`src/rtl/button_pulse_gen_pkg.sv`:
```
// rtl/button_pulse_gen_pkg.sv - shared state encodings and default timing for the button conditioner
package button_pulse_gen_pkg;

  // 2'd3 is unused; the FSM recovers from it to S_IDLE
  typedef enum logic [1:0] {
    S_IDLE   = 2'd0,
    S_HELD   = 2'd1,
    S_REPEAT = 2'd2
  } state_t;

  // Defaults for the 5 MHz divided clock
  localparam int DEF_SYNC_STAGES     = 2;
  localparam int DEF_DEBOUNCE_CYCLES = 250000;
  localparam int DEF_HOLD_CYCLES     = 2500000;
  localparam int DEF_REPEAT_CYCLES   = 1000000;
  localparam int DEF_REPEAT_EN       = 1;

  function automatic int max_int(input int a, input int b);
    return (a > b) ? a : b;
  endfunction

endpackage

```
`src/rtl/sync_chain.sv`:
```
// rtl/sync_chain.sv - N-stage flop synchronizer with synchronous reset
module sync_chain #(
  parameter int STAGES = 2
) (
  input  logic clk,
  input  logic reset,
  input  logic d,
  output logic q
);

  logic [STAGES-1:0] ff;

  always_ff @(posedge clk) begin
    if (reset) begin
      ff <= '0;
    end else begin
      ff <= {ff[STAGES-2:0], d};
    end
  end

  assign q = ff[STAGES-1];

endmodule

```
`src/rtl/button_pulse_gen.sv`:
```
// rtl/button_pulse_gen.sv - synchronize, debounce and pulse a pushbutton, with optional auto-repeat
module button_pulse_gen
  import button_pulse_gen_pkg::*;
#(
  parameter int SYNC_STAGES     = DEF_SYNC_STAGES,
  parameter int DEBOUNCE_CYCLES = DEF_DEBOUNCE_CYCLES,
  parameter int HOLD_CYCLES     = DEF_HOLD_CYCLES,
  parameter int REPEAT_CYCLES   = DEF_REPEAT_CYCLES,
  parameter int REPEAT_EN       = DEF_REPEAT_EN
) (
  input  logic clk,
  input  logic reset,
  input  logic button_in,
  output logic button_level,
  output logic press_pulse,
  output logic release_pulse,
  output logic repeat_active
);

  localparam int DB_W = $clog2(DEBOUNCE_CYCLES + 1);
  localparam int TM_W = $clog2(max_int(HOLD_CYCLES, REPEAT_CYCLES) + 1);
  localparam logic [DB_W-1:0] DB_LAST   = DB_W'(DEBOUNCE_CYCLES - 1);
  localparam logic [TM_W-1:0] HOLD_LAST = TM_W'(HOLD_CYCLES - 1);
  localparam logic [TM_W-1:0] REP_LAST  = TM_W'(REPEAT_CYCLES - 1);

  logic            btn_s;
  logic [DB_W-1:0] db_cnt;
  logic            differs;
  logic            db_done;
  logic            rise;
  logic            fall;

  state_t          state_q, state_d;
  logic [TM_W-1:0] timer_q, timer_d;
  logic            press_d;
  logic            release_d;

  sync_chain #(.STAGES(SYNC_STAGES)) u_sync (
    .clk   (clk),
    .reset (reset),
    .d     (button_in),
    .q     (btn_s)
  );

  assign differs = (btn_s != button_level);
  assign db_done = differs && (db_cnt == DB_LAST);
  assign rise    = db_done && btn_s;
  assign fall    = db_done && !btn_s;

  // Any sample matching the current level restarts the stability count
  always_ff @(posedge clk) begin
    if (reset) begin
      button_level <= 1'b0;
      db_cnt       <= '0;
    end else if (!differs) begin
      db_cnt <= '0;
    end else if (db_done) begin
      button_level <= btn_s;
      db_cnt       <= '0;
    end else begin
      db_cnt <= db_cnt + 1'b1;
    end
  end

  always_comb begin
    state_d   = state_q;
    timer_d   = timer_q;
    press_d   = 1'b0;
    release_d = 1'b0;
    case (state_q)
      S_IDLE: begin
        if (rise) begin
          press_d = 1'b1;
          timer_d = '0;
          state_d = S_HELD;
        end
      end
      S_HELD: begin
        if (fall) begin
          release_d = 1'b1;
          timer_d   = '0;
          state_d   = S_IDLE;
        end else if (REPEAT_EN != 0) begin
          if (timer_q == HOLD_LAST) begin
            press_d = 1'b1;
            timer_d = '0;
            state_d = S_REPEAT;
          end else begin
            timer_d = timer_q + 1'b1;
          end
        end
      end
      S_REPEAT: begin
        // Release takes priority over a coinciding repeat expiry
        if (fall) begin
          release_d = 1'b1;
          timer_d   = '0;
          state_d   = S_IDLE;
        end else if (timer_q == REP_LAST) begin
          press_d = 1'b1;
          timer_d = '0;
        end else begin
          timer_d = timer_q + 1'b1;
        end
      end
      default: begin
        timer_d = '0;
        state_d = S_IDLE;
      end
    endcase
  end

  always_ff @(posedge clk) begin
    if (reset) begin
      state_q       <= S_IDLE;
      timer_q       <= '0;
      press_pulse   <= 1'b0;
      release_pulse <= 1'b0;
      repeat_active <= 1'b0;
    end else begin
      state_q       <= state_d;
      timer_q       <= timer_d;
      press_pulse   <= press_d;
      release_pulse <= release_d;
      repeat_active <= (state_d == S_REPEAT);
    end
  end

endmodule

```
`config.mk`:
```
export PLATFORM = sky130hd
export DESIGN_NAME = button_pulse_gen
export DESIGN_NICKNAME = d
export VERILOG_FILES = /design/src/rtl/button_pulse_gen_pkg.sv /design/src/rtl/sync_chain.sv /design/src/rtl/button_pulse_gen.sv
export SDC_FILE = /design/constraint.sdc
export NUM_CORES = 1
export LEC_CHECK = 0
export BUFFER_PORTS_ARGS = -buffer_cell sky130_fd_sc_hd__buf_2
export CAP_MARGIN = 20
export CORE_MARGIN = 4
export CORE_UTILIZATION = 29
export CTS_BUF_LIST = sky130_fd_sc_hd__clkbuf_16
export DETAILED_ROUTE_END_ITERATION = 8
export GPL_TIMING_DRIVEN = 1
export PLACE_DENSITY = 0.41
export SLEW_MARGIN = 25
export SYNTH_ARGS = -nofsm -noshare
export SYNTH_HDL_FRONTEND = slang
export SYNTH_SLANG_ARGS = --single-unit
```
`constraint.sdc`:
```
create_clock -name clk -period 2.7 [get_ports clk]
set_clock_uncertainty 0.1 [all_clocks]
set_input_delay 0.135 -clock clk [delete_from_list [all_inputs] [get_ports clk]]
set_output_delay 0.135 -clock clk [all_outputs]
set_load 0.02 [all_outputs]
```
## Yosys cells after proc, flatten, opt, wreduce, memory -nomap -nowiden

Cells that the tools add are included.

- Register bits: 48
- Input bits: 3
- Output and inout port bits: 4
- Word-level logic and storage cells: 47

- Add/subtract/negate cells: 2
- Eq/ne operators: 8
- Muxes and demuxes: 18
- Bitwise logic cells: 2
- Reduce and logical (&&, ||, !) cells: 9

Operators with widths:

| kind | count |
|---|---|
| 2-to-1 mux 22 bit | 5 |
| case mux 22 bit (3 select lines) | 1 |
| adder 22 x 1 -> 22 bit (second input constant) | 1 |
| == test 22 x 20 -> 1 bit (second input constant) | 1 |
| == test 22 bit (second input constant) | 1 |
| adder 18 x 1 -> 18 bit (second input constant) | 1 |
| == test 18 bit (second input constant) | 1 |
| 2-to-1 mux 2 bit | 4 |
| 2-to-1 mux 1 bit | 6 |
| case mux 2 bit (3 select lines) | 1 |
| == test 2 bit (second input constant) | 2 |
| OR reduction 2 bit | 2 |
| logical AND 1 bit | 3 |
| case mux 1 bit (3 select lines) | 1 |
| OR reduction 3 bit | 1 |
| == test 2 x 1 -> 1 bit (second input constant) | 1 |
| logical NOT 2 bit | 1 |
| inequality test 2 bit (second input constant) | 1 |
| inverter 1 bit | 2 |
| AND reduction 2 bit | 1 |
| logical NOT 1 bit | 1 |
| inequality test 1 bit | 1 |

## Logic depth before layout (Yosys ltp)

Gate-level depths: netlist of the first run.

- Depth after elaboration: 6
- Mapped depth: 10
- Mapped depth without buffers: 7

## Cells and area by module

A second synthesis of the first run with hierarchy kept.

- Cells, all modules: 264
- Area total of the unflattened synthesis: 2329.7 µm²

By module, submodules not included:

| module | times used | cells each | area an instance (µm²) | sequential area each (µm²) |
|---|---|---|---|---|
| button_pulse_gen | 1 | 260 | 2277.2 | 920.9 |
| sync_chain | 1 | 4 | 52.6 | 40.0 |

## Worst setup path after synthesis of the first run

OpenSTA, ideal clock, no wires.

- Path kind: reg-to-reg
- Start: register db_cnt[0]
- End: register timer_q[11]
- Library setup time: 0.131 ns
- Arrival: 1.974 ns
- Required time: 2.469 ns
- Slack: 0.495 ns
- Stages on the path, launching flop included: 9
- Path buffers: 1
- Period minus slack after synthesis: 2.205 ns
- Cells stage by stage: dfxtp_1 -> ha_1 -> nand2_1 -> nor3_1 -> a31oi_1 -> buf_2 -> nor3_1 -> xnor2_1 -> nor2_1

- Word-level cells in the longest chain between the ends: 5
- Elaborated cells between the ends (all ways): 8
- Those cells by class: eq/ne: 2; mux: 3; reduce/logical: 3

RTL lines:

| item | RTL line | text |
|---|---|---|
| from (decl) | button_pulse_gen.sv:27 | `logic [DB_W-1:0] db_cnt;` |
| from (signal assigned) | button_pulse_gen.sv:61 | `db_cnt <= db_cnt + 1'b1;` |
| == test 18 bit (*) | button_pulse_gen.sv:46 | `assign db_done = differs && (db_cnt == DB_LAST);` |
| logical AND 1 bit (*) | button_pulse_gen.sv:46 |  |
| logical AND 1 bit | button_pulse_gen.sv:48 | `assign fall = db_done && !btn_s;` |
| 2-to-1 mux 22 bit, on equally long branches | button_pulse_gen.sv:95, button_pulse_gen.sv:79 |  |
| case mux 22 bit (3 select lines) | button_pulse_gen.sv:70 | `case (state_q)` |
| to (signal assigned) | button_pulse_gen.sv:122 | `timer_q <= timer_d;` |
| to (decl) | button_pulse_gen.sv:34 | `logic [TM_W-1:0] timer_q, timer_d;` |

Every way passes the cells marked *; elsewhere a longest branch is shown, timed or not.
A chain may end at the register's enable or synchronous reset.

## Worst setup path in the final report of the first run

- Start: register timer_q[6]
- End: register timer_q[0]

- Word-level cells in the longest chain between the ends: 4
- Elaborated cells between the ends (all ways): 7
- Those cells by class: eq/ne: 2; mux: 5

RTL lines:

| item | RTL line |
|---|---|
| == test 22 x 20 -> 1 bit or == test 22 bit (tied branches) | button_pulse_gen.sv:99, button_pulse_gen.sv:84 |
| 2-to-1 mux 22 bit, on equally long branches | button_pulse_gen.sv:99, button_pulse_gen.sv:84 |
| 2-to-1 mux 22 bit, on equally long branches | button_pulse_gen.sv:95, button_pulse_gen.sv:79 |
| case mux 22 bit (3 select lines) (*) | button_pulse_gen.sv:70 |

Marked as above.

==> results of run 1 <==
==> flip-flops by register name (all words and copies together) (netlist names) <==
signal / count
db_cnt: 18
repeat_active: 1
timer_q: 22
state_q: 2
press_pulse: 1
button_level: 1
u_sync.ff: 2
release_pulse: 1
==> synthesized netlist by cell type (all sizes together) <==
cell type	instances	area [sq um]
and3	6	37.5
nor3	16	80.1
nor4b	1	8.76
nand4	16	100
nor2b	7	43.8
o21ai	5	25.0
nor4	8	50.1
and4b	1	10.0
a21o	1	7.51
a22oi	1	7.51
ha	6	75.1
o211ai	2	20.0
xnor2	21	184
xor2	11	96.3
nand2	22	82.6
o311ai	2	17.5
or3	2	12.5
nand4b	2	17.5
buf	3	25.0
and2	2	12.5
dfxtp	48	961
a31o	2	17.5
a21oi	7	35.0
o41ai	1	8.76
clkbuf	8	30.0
nand3b	2	15.0
nand3	20	100
nor2	46	198
inv	10	37.5
nor4bb	1	10.0
and4	4	35.0
a222oi	1	10.0
a31oi	2	12.5
nand2b	1	6.26
o22ai	1	6.26
o41a	1	11.3
or4	1	11.3
==> critical path, cell delays in order (launching register included) <==
cell and delay, ns:
dfxtp_1 0.34, or3_1 0.37, or4_4 0.46, o311ai_1 0.37, nand3_1 0.15, o211ai_2 0.09, buf_4 0.28, nor2_1 0.08
==> per-layer routing <==
layer  wire length, microns  share of wire, %
met1                   2840                52
met2                   2430                45
met3                    119               2.2
met4                     53              0.97
met5                      0                 0
==> stage by stage <==
stage	area [sq um]	setup slack [ns]
after global routing	2720	0.169
after detailed placement	2570	0.304
final	2720	0.322
after floorplan	2420	0.495
after global placement	2570	0.387
after CTS	2720	0.291
==> worst max path at each step <==
stage / slack (ns) / endpoint / cells past startpoint / startpoint
4_1_cts: 0.29 / timer_q[0]$_SDFFE_PP0P_ / 7 / timer_q[6]$_SDFFE_PP0P_
3_3_place_gp: 0.39 / timer_q[0]$_SDFFE_PP0P_ / 7 / timer_q[6]$_SDFFE_PP0P_
3_5_place_dp: 0.30 / timer_q[8]$_SDFFE_PP0P_ / 7 / timer_q[6]$_SDFFE_PP0P_
2_1_floorplan: 0.50 / timer_q[11]$_SDFFE_PP0P_ / 8 / db_cnt[0]$_SDFF_PP0_
5_1_grt: 0.17 / timer_q[0]$_SDFFE_PP0P_ / 7 / timer_q[6]$_SDFFE_PP0P_
6_report: 0.32 / timer_q[0]$_SDFFE_PP0P_ / 7 / timer_q[6]$_SDFFE_PP0P_
==> cells by family (layout without fill, tap and decap cells) <==
logic type / Yosys count / after routing / synth area share [%]
flip-flops: 48 / 48 / 39.7
AND/OR/NAND/NOR: 158 / 158 / 34.4
adder cells (fa/ha/maj): 6 / 6 / 3.10
XOR/XNOR: 32 / 32 / 11.6
AO/OA/AOI/OAI: 26 / 26 / 7.40
buffers and inverters: 21 / 31 / 3.83
==> power by group through the flow <==
stage	Clock (mW)	Combinational, mW	Sequential (mW)
after global routing	0.661	0.0257	0.711
after floorplan	0	0.0168	0.727
after CTS	0.632	0.0237	0.710
after global placement	0	0.0227	0.727
after detailed placement	0	0.0225	0.727
final	0.606	0.0225	0.711
==> timing repair <==
action	in CTS	in global routing
buffers inserted	0	0
hold buffers	1	0
endpoints found under the hold margin	1	0
==> area by class of cell <==
type	count	area share, %
clock buffer	5	4.60
clock inverter	3	0.552
timing repair buffer	13	3.13
inverter	10	1.38
multi-input combinational	222	50.2
sequential	48	35.3
tap	105	4.83
==> flow_summary.yaml, run 1 <==
outcome:
  status: "finished clean"
job:
  maxCapViolations: 0
sta:
  setup_viol: 0
  finalHoldViolCount: 0
  tightest_slew_ns: 0.577
  fmax_mhz: 421
  slew_headroom_pct: 61.6
  rsz0062_at_grt: "no"
  min_period_over_period_pct: 88.1
  tns_ns: 0
  slew_violations: 0
  whs_ns: 0.0633
  finalCriticalPeriod_ns: 2.38
grt:
  grt_pass1_wl_microns: 9530
  use_met2_pct: 19.2
  antenna_found_initial: 0
  grt-busiest-layer: "met2"
  overflow: 0
  grt_max_degree: 19
  track_usage_pct: 11.9
  grt_use_met1_pct: 15.9
  gr-usage-met3_pct: 2.52
  grt_pass1_vias: 1998
cells_and_area:
  final_common_cell: "dfxtp_1"
  drive_gt1_share_pct: 10.6
  multi_input_area_sq_um: 1370
  most-common-layout-cells: "48 x dfxtp_1, 36 x nor2_1, 22 x nand2_1"
  synthToLayoutAreaGrowth_pct: 12.5
  fill_cells: 911
  ff_latch_area_sq_um: 961
  nNetsFinal: 309
  final_util_pct: 33.3
  final_cells: 406
  n_antenna_cell: 0
route:
  antenna_left: 0
  route.detailed.drc: 0
  vias_per_cell: 4.92
  wirelength_microns: 5440
  num_vias: 1998
  drt_first_pass_iters: 4
  drt_iter0_drc: 59
  wire_per_inst_microns: 13.4
pwr:
  power_density_nw_per_um2: 493
  clockPowerShare_pct: 45.3
  switching_power_mw: 0.286
  power.internal_mw: 1.05
  power_leakage_nw: 0.882
  seqPwrFrac_pct: 53.0
  switching_share_pct: 21.3
  totalPowerFinal_mw: 1.34
  ir_worst_vdd_v: 0.000219
  combPwrFrac_pct: 1.7
hold_path:
  hold_end: "u_sync.ff[0]$_SDFF_PP0_"
  worstHoldStart: "reset"
  worstHoldPathType: "primary input to flip-flop"
  worstHoldPathCells: 2
logic_synthesis:
  ys_ff_latch: 48
  syn_area_sq_um: 2420
  synth_nets: 300
  yosysSeqAreaShare_pct: 39.7
  yosys.cell_types.count: 41
  yosysWarningCount: 0
  syn_avg_cell_area_sq_um: 8.31
  synthCells: 291
clocking:
  cts_resized: 0
  clock_latency_ns: 0.29
  cts_buffer_depth: 2
  clk_pin_slew_ns: 0.07
  tritoncts: "done"
  cts_buffers: 5
  cts_sinks: 48
  cts-root-buf: "clkbuf_16"
  cts_max_level: 2
setup_path:
  ff2ff_path_depth: 7
  regToRegStartpoint: "timer_q[6]$_SDFFE_PP0P_"
  r2r_end: "timer_q[0]$_SDFFE_PP0P_"
  end_kind: "flip-flop"
  reg2reg_setup_slack_ns: 0.32
  arrival_ns: 2.44
  startpoint_type: "flip-flop"
  critical_path.max_fanout: 18
  required_ns: 2.77
  critical_path_class: "flip-flop to flip-flop"
place:
  dp_cells: 397
  gp_congestion: 0.772
  portBuffers: 6
  dp.final_hpwl_microns: 3970
die:
  rows: 33
  ios: 7
  die_w_microns: 99.3
  fp.coreArea_sq_um: 8180
  initial_core_util_pct: 29.6
  die_h_microns: 99.3
  die_area_sq_um: 9870
No activity file was read; power rests on OpenSTA's default activity.
==> inputs of run 2 (changes only) <==
ABC_AREA = 1   (was not set)
==> run 2 against run 1 <==
Against the previous run:
- critical path depth increased by 4
- sequential share of layout area decreased by 2.8 points
- clock-buffer cell count unchanged
- area after synthesis increased by 9.7%
- largest power group unchanged
- register-to-register slack improved by 0.20 ns
==> flow_summary.yaml, run 2 <==
outcome:
  status: "finished clean"
clocking:
  cts_hold_buffers: 1
  cts_resized: 0
  cts_buffer_depth: 2
  tritoncts: "done"
  cts_setup_buffers: 0
  clock_latency_ns: 0.29
  cts_max_level: 2
  cts_buffers: 5
  cts-root-buf: "clkbuf_16"
  clk_pin_slew_ns: 0.07
  cts_sinks: 48
die:
  die_area_sq_um: 10700
  ios: 7
  die_w_microns: 104
  rows: 34
  die_h_microns: 104
  fp.coreArea_sq_um: 8810
  initial_core_util_pct: 30.1
cells_and_area:
  reg_top3: "timer_q: 22 flops, db_cnt: 18 flops"
  n_antenna_cell: 0
  synthToLayoutAreaGrowth_pct: 11.3
  final_common_cell: "nand2_1"
  design_area_sq_um: 2950
  most-common-layout-cells: "99 x nand2_1, 70 x nor2_1, 63 x inv_1"
  fill_cells: 988
  nNetsFinal: 426
  largest_register_ffs: 22
  drive_gt1_share_pct: 7.66
  regMostFlops: "timer_q"
logic_synthesis:
  yosysWarningCount: 0
  synth_edf_count: 0
  yosysSeqAreaShare_pct: 36.2
  async_flop_share_pct: 0
  synth_area_leaders: "dfxtp_1 36%, nand2_1 14%, nor2_1 9.9%, inv_1 8.9%, nand3_1 6.4%"
  ys_ff_latch: 48
  synth-main-ff-cell: "dfxtp_1"
  yosys.cell_types.count: 30
  syn_avg_cell_area_sq_um: 6.50
  netlist_top_cells_count: "99 x nand2_1, 70 x nor2_1, 63 x inv_1"
  synth.most_common_cell: "nand2_1"
  synth_top_area_share_pct: 36.2
  syn_area_sq_um: 2650
  synthCells: 408
  synth_nets: 417
  synth_top_area_cell: "dfxtp_1"
setup_path:
  slowest_stage: "dfxtp_1"
  cpLargestDelayFamily: "simple AND/OR/NAND/NOR gates"
  crit_path_cell_trace: "ha_1 > nand2_2 > inv_2 > nand3b_2 > nor2_4 > nand3_2 > nand2_2 > buf_4 > nand2_1 > o21ai_0 > nor2_1"
  end_kind: "flip-flop"
  cp_num_buf_inv: 2
  startpoint_type: "flip-flop"
  critical_path_class: "flip-flop to flip-flop"
  arrival_ns: 2.26
  critical_path.max_fanout: 37
  required_ns: 2.78
  crit_top_cell: "nand2_2"
  crit_path_max_incr_delay_ns: 0.41
sta:
  rsz0062_at_grt: "no"
  setup_viol: 0
  fmax_mhz: 459
  slew_headroom_pct: 73.0
  tns_ns: 0
  tightest_slew_ns: 0.403
  finalHoldViolCount: 0
  min_period_over_period_pct: 80.8
  setup_ws_ns: 0.519
  finalCriticalPeriod_ns: 2.18
  slew_violations: 0
pwr:
  totalPowerFinal_mw: 1.44
  power_density_nw_per_um2: 487
  power_leakage_nw: 1.24
  ir_worst_vdd_v: 0.000222
grt:
  antenna_found_initial: 0
  track_usage_pct: 11.2
  overflow: 0
  grt_max_degree: 38
  grt_pass1_vias: 2185
  grt_pass1_wl_microns: 10000
route:
  drt_iter0_drc: 91
  vias_per_cell: 4.45
  antenna_left: 0
  drt_first_pass_iters: 4
  num_vias: 2343
  wirelength_microns: 5800
  route.detailed.drc: 0
  wire_per_inst_microns: 11.0
place:
  dpl_cell_area_sq_um: 2780
  pre_cts_ws_ns: 0.542
  portBuffers: 6
  gp_congestion: 0.745
  dp.final_hpwl_microns: 4270
job:
  maxCapViolations: 0
hold_path:
  worstHoldPathType: "primary input to flip-flop"
## run 2: layout make-up
cell class	count	area, sq um	share of cell area (%)
Inverter	65	244	8.26
Multi-Input combinational cell	288	1390	47.1
Clock buffer	5	125	4.24
Clock inverter	3	42.5	1.44
Timing Repair Buffer	9	55.1	1.86
Tap cell	108	135	4.58
Sequential cell	48	961	32.5
## run 2: stage by stage
step,utilization (%),instances,hold slack (ns)
global placement,31.5,517,0.251
floorplan,-,408,0.142
detailed placement,31.5,517,0.252
global route,33.5,526,0.0445
CTS,33.5,526,0.0312
finish,33.5,526,0.0352
## run 2: routing by layer
metal  part of all wire (%)  vias up  track usage, %  wire length [microns]
li1                       -     1288               -                      -
met1                     52     1024            14.9                   2990
met5                      0        -               0                      0
met3                    2.3        8            2.43                    136
met2                     45       23            18.1                   2590
met4                    1.5        0            3.32                     87
## run 2: path summary, 6_finish.rpt
path	start	endpoint	slack, ns	cells after the start
max	db_cnt[0]$_SDFF_PP0_	timer_q[12]$_SDFFE_PP0P_	0.52	11
min	reset	u_sync.ff[0]$_SDFF_PP0_	0.04	2
max reg2reg	db_cnt[0]$_SDFF_PP0_	timer_q[12]$_SDFFE_PP0P_	0.52	11
min reg2reg	u_sync.ff[0]$_SDFF_PP0_	u_sync.ff[1]$_SDFF_PP0_	0.31	2
## run 2: power breakdown
group	internal (mW)	switching (mW)	total, mW
Sequential	0.709	0.00150	0.711
Clock	0.436	0.273	0.709
Combinational	0.00510	0.0134	0.0185
Total	1.15	0.288	1.44
## run 2: logic make-up (layout without fill, tap and decap cells)
group           count (synthesis)  count (layout)  synth area share [%]
buf+inv                        72              82                  11.4
compound gates                 28              28                  5.85
simple gates                  245             245                  40.8
flops                          48              48                  36.2
fa+ha+maj                       6               6                  2.83
xor+xnor                        9               9                  2.97
==> inputs of run 3 (changes only) <==
PLACE_DENSITY = 0.43   (was 0.41)
clock period = 1.8 ns   (was 2.7 ns; I/O delays follow)
==> run 3 against run 2 <==
Against the previous run:
- die area unchanged
- non-clock buffer count rose by 45
- design area up 21%
- maximum frequency rose by 24%
- sequential power up 50%
- via count grew 9.8%
- clock-buffer cell count did not move
- first-iteration DRC count shrank 9.9%
==> flow_summary.yaml, run 3 (same netlist as run 2, synthesis figures left out) <==
outcome:
  status: "finished clean"
sta:
  rsz0062_at_grt: "yes"
  slew_headroom_pct: 72.0
  setup_viol: 0
  min_period_over_period_pct: 97.5
  slew_violations: 0
  finalHoldViolCount: 0
  fmax_mhz: 570
  tightest_slew_ns: 0.416
  whs_ns: 0.312
  finalCriticalPeriod_ns: 1.76
die:
  initial_core_util_pct: 30.1
  rows: 34
  fp.coreArea_sq_um: 8810
  ios: 7
  die_w_microns: 104
  die_h_microns: 104
  die_area_sq_um: 10700
route:
  drt_first_pass_iters: 4
  wire_per_inst_microns: 11.6
  antenna_left: 0
  routed.top_layer: "met4"
  vias_per_cell: 4.50
  drt_iter0_drc: 82
  route.detailed.drc: 0
  num_vias: 2572
  route.met3.wl_microns: 140
  wl_met1_microns: 3480
  wl_met2_microns: 2920
  wirelength_microns: 6620
clocking:
  cts_sinks: 48
  clock_latency_ns: 0.29
  cts_buffers: 5
  clk_pin_slew_ns: 0.07
  cts_max_level: 2
  tritoncts: "done"
  cts_buffer_depth: 2
  cts-root-buf: "clkbuf_16"
setup_path:
  critical_path.max_fanout: 7
  slowest_stage: "dfxtp_2"
  cpLargestDelayFamily: "simple AND/OR/NAND/NOR gates"
  arrival_ns: 1.88
  required_ns: 1.93
  end_kind: "flip-flop"
  crit_top_cell: "nor2_1"
  crit_path_max_incr_delay_ns: 0.35
  startpoint_type: "flip-flop"
  crit_path_cell_trace: "ha_4 > nand2_4 > inv_4 > nand3b_4 > nor2_4 > nand3_4 > nand2_8 > buf_12 > nand2_1 > nor2_1 > nor2_1 > nor2_1"
  critical_path_class: "flip-flop to flip-flop"
  cp_num_buf_inv: 2
cells_and_area:
  final_util_pct: 40.7
  ff_latch_area_sq_um: 971
  nNetsFinal: 472
  drive_gt1_share_pct: 25.4
  final_common_cell: "nand2_1"
  synthToLayoutAreaGrowth_pct: 35.0
  fill_cells: 920
  regMostFlops: "timer_q"
  multi_input_area_sq_um: 1590
  reg_top3: "timer_q: 22 flops, db_cnt: 18 flops"
  largest_register_ffs: 22
  n_antenna_cell: 0
  most-common-layout-cells: "88 x nand2_1, 60 x inv_1, 59 x nor2_1"
pwr:
  ir_worst_vdd_v: 0.000313
  power_leakage_nw: 1.60
  power_density_nw_per_um2: 564
grt:
  grt_max_degree: 19
  overflow: 0
  grt_pass1_wl_microns: 10800
  track_usage_pct: 11.9
  antenna_found_initial: 0
  grt_pass1_vias: 2371
job:
  maxCapViolations: 0
hold_path:
  worstHoldPathType: "flip-flop to flip-flop"
place:
  portBuffers: 6
  gp_congestion: 0.810
  dp.final_hpwl_microns: 4690
## run 3: where the power goes
group	total [mW]	switching (mW)	internal [mW]
Sequential	1.07	0.00240	1.06
Combinational	0.0517	0.0275	0.0242
Clock	0.904	0.398	0.506
Total	2.02	0.428	1.59
## run 3: layout make-up
cell class | count | share of cell area, %
Clock buffer | 5 | 3.49
Timing Repair Buffer | 54 | 13.8
Sequential cell | 48 | 27.1
Tap cell | 108 | 3.77
Inverter | 65 | 6.88
Multi-Input combinational cell | 289 | 44.5
Clock inverter | 3 | 0.419
## run 3: timing repair
action	CTS	global route
hold endpoints to repair	4	0
pin swaps	2	28
setup endpoints to repair	25	30
hold buffers	3	0
buffers inserted	1	3
gates cloned	0	4
resized for setup	6	59
## run 3: path summary, 6_finish.rpt
check / from / endpoint / slack, ns / cells past startpoint
worst max-delay path: db_cnt[1]$_SDFF_PP0_ / timer_q[2]$_SDFFE_PP0P_ / 0.04 / 12
worst min-delay path: u_sync.ff[0]$_SDFF_PP0_ / u_sync.ff[1]$_SDFF_PP0_ / 0.31 / 2
worst max register to register: db_cnt[1]$_SDFF_PP0_ / timer_q[2]$_SDFFE_PP0P_ / 0.04 / 12
worst min register to register: u_sync.ff[0]$_SDFF_PP0_ / u_sync.ff[1]$_SDFF_PP0_ / 0.31 / 2
## run 3: metrics by stage
step	cell area (sq um)	TNS (ns)	instances	setup slack [ns]	power, mW
2_1_floorplan	2650	0	408	0.0369	1.11
3_3_place_gp	3080	-0.575	553	-0.0515	1.13
3_5_place_dp	3080	-0.306	553	-0.0468	1.13
4_1_cts	3280	-0.0239	565	-0.0239	2.05
5_1_grt	3580	-0.418	572	-0.0379	2.10
6_report	3580	0	572	0.0447	2.02
## run 3: layer usage
layer	track usage [%]	vias up
met2	18.5	20
met1	16.9	1162
met4	3.13	0
li1	-	1382
met3	2.24	8
met5	0	-
## run 3: worst register-to-register path: stages (launching register included)
cell      delay, ns
dfxtp_2        0.35
ha_4           0.15
nand2_4        0.05
inv_4          0.06
nand3b_4       0.08
nor2_4         0.17
nand3_4        0.13
nand2_8        0.16
buf_12         0.14
nand2_1        0.05
nor2_1         0.12
nor2_1         0.05
nor2_1         0.07
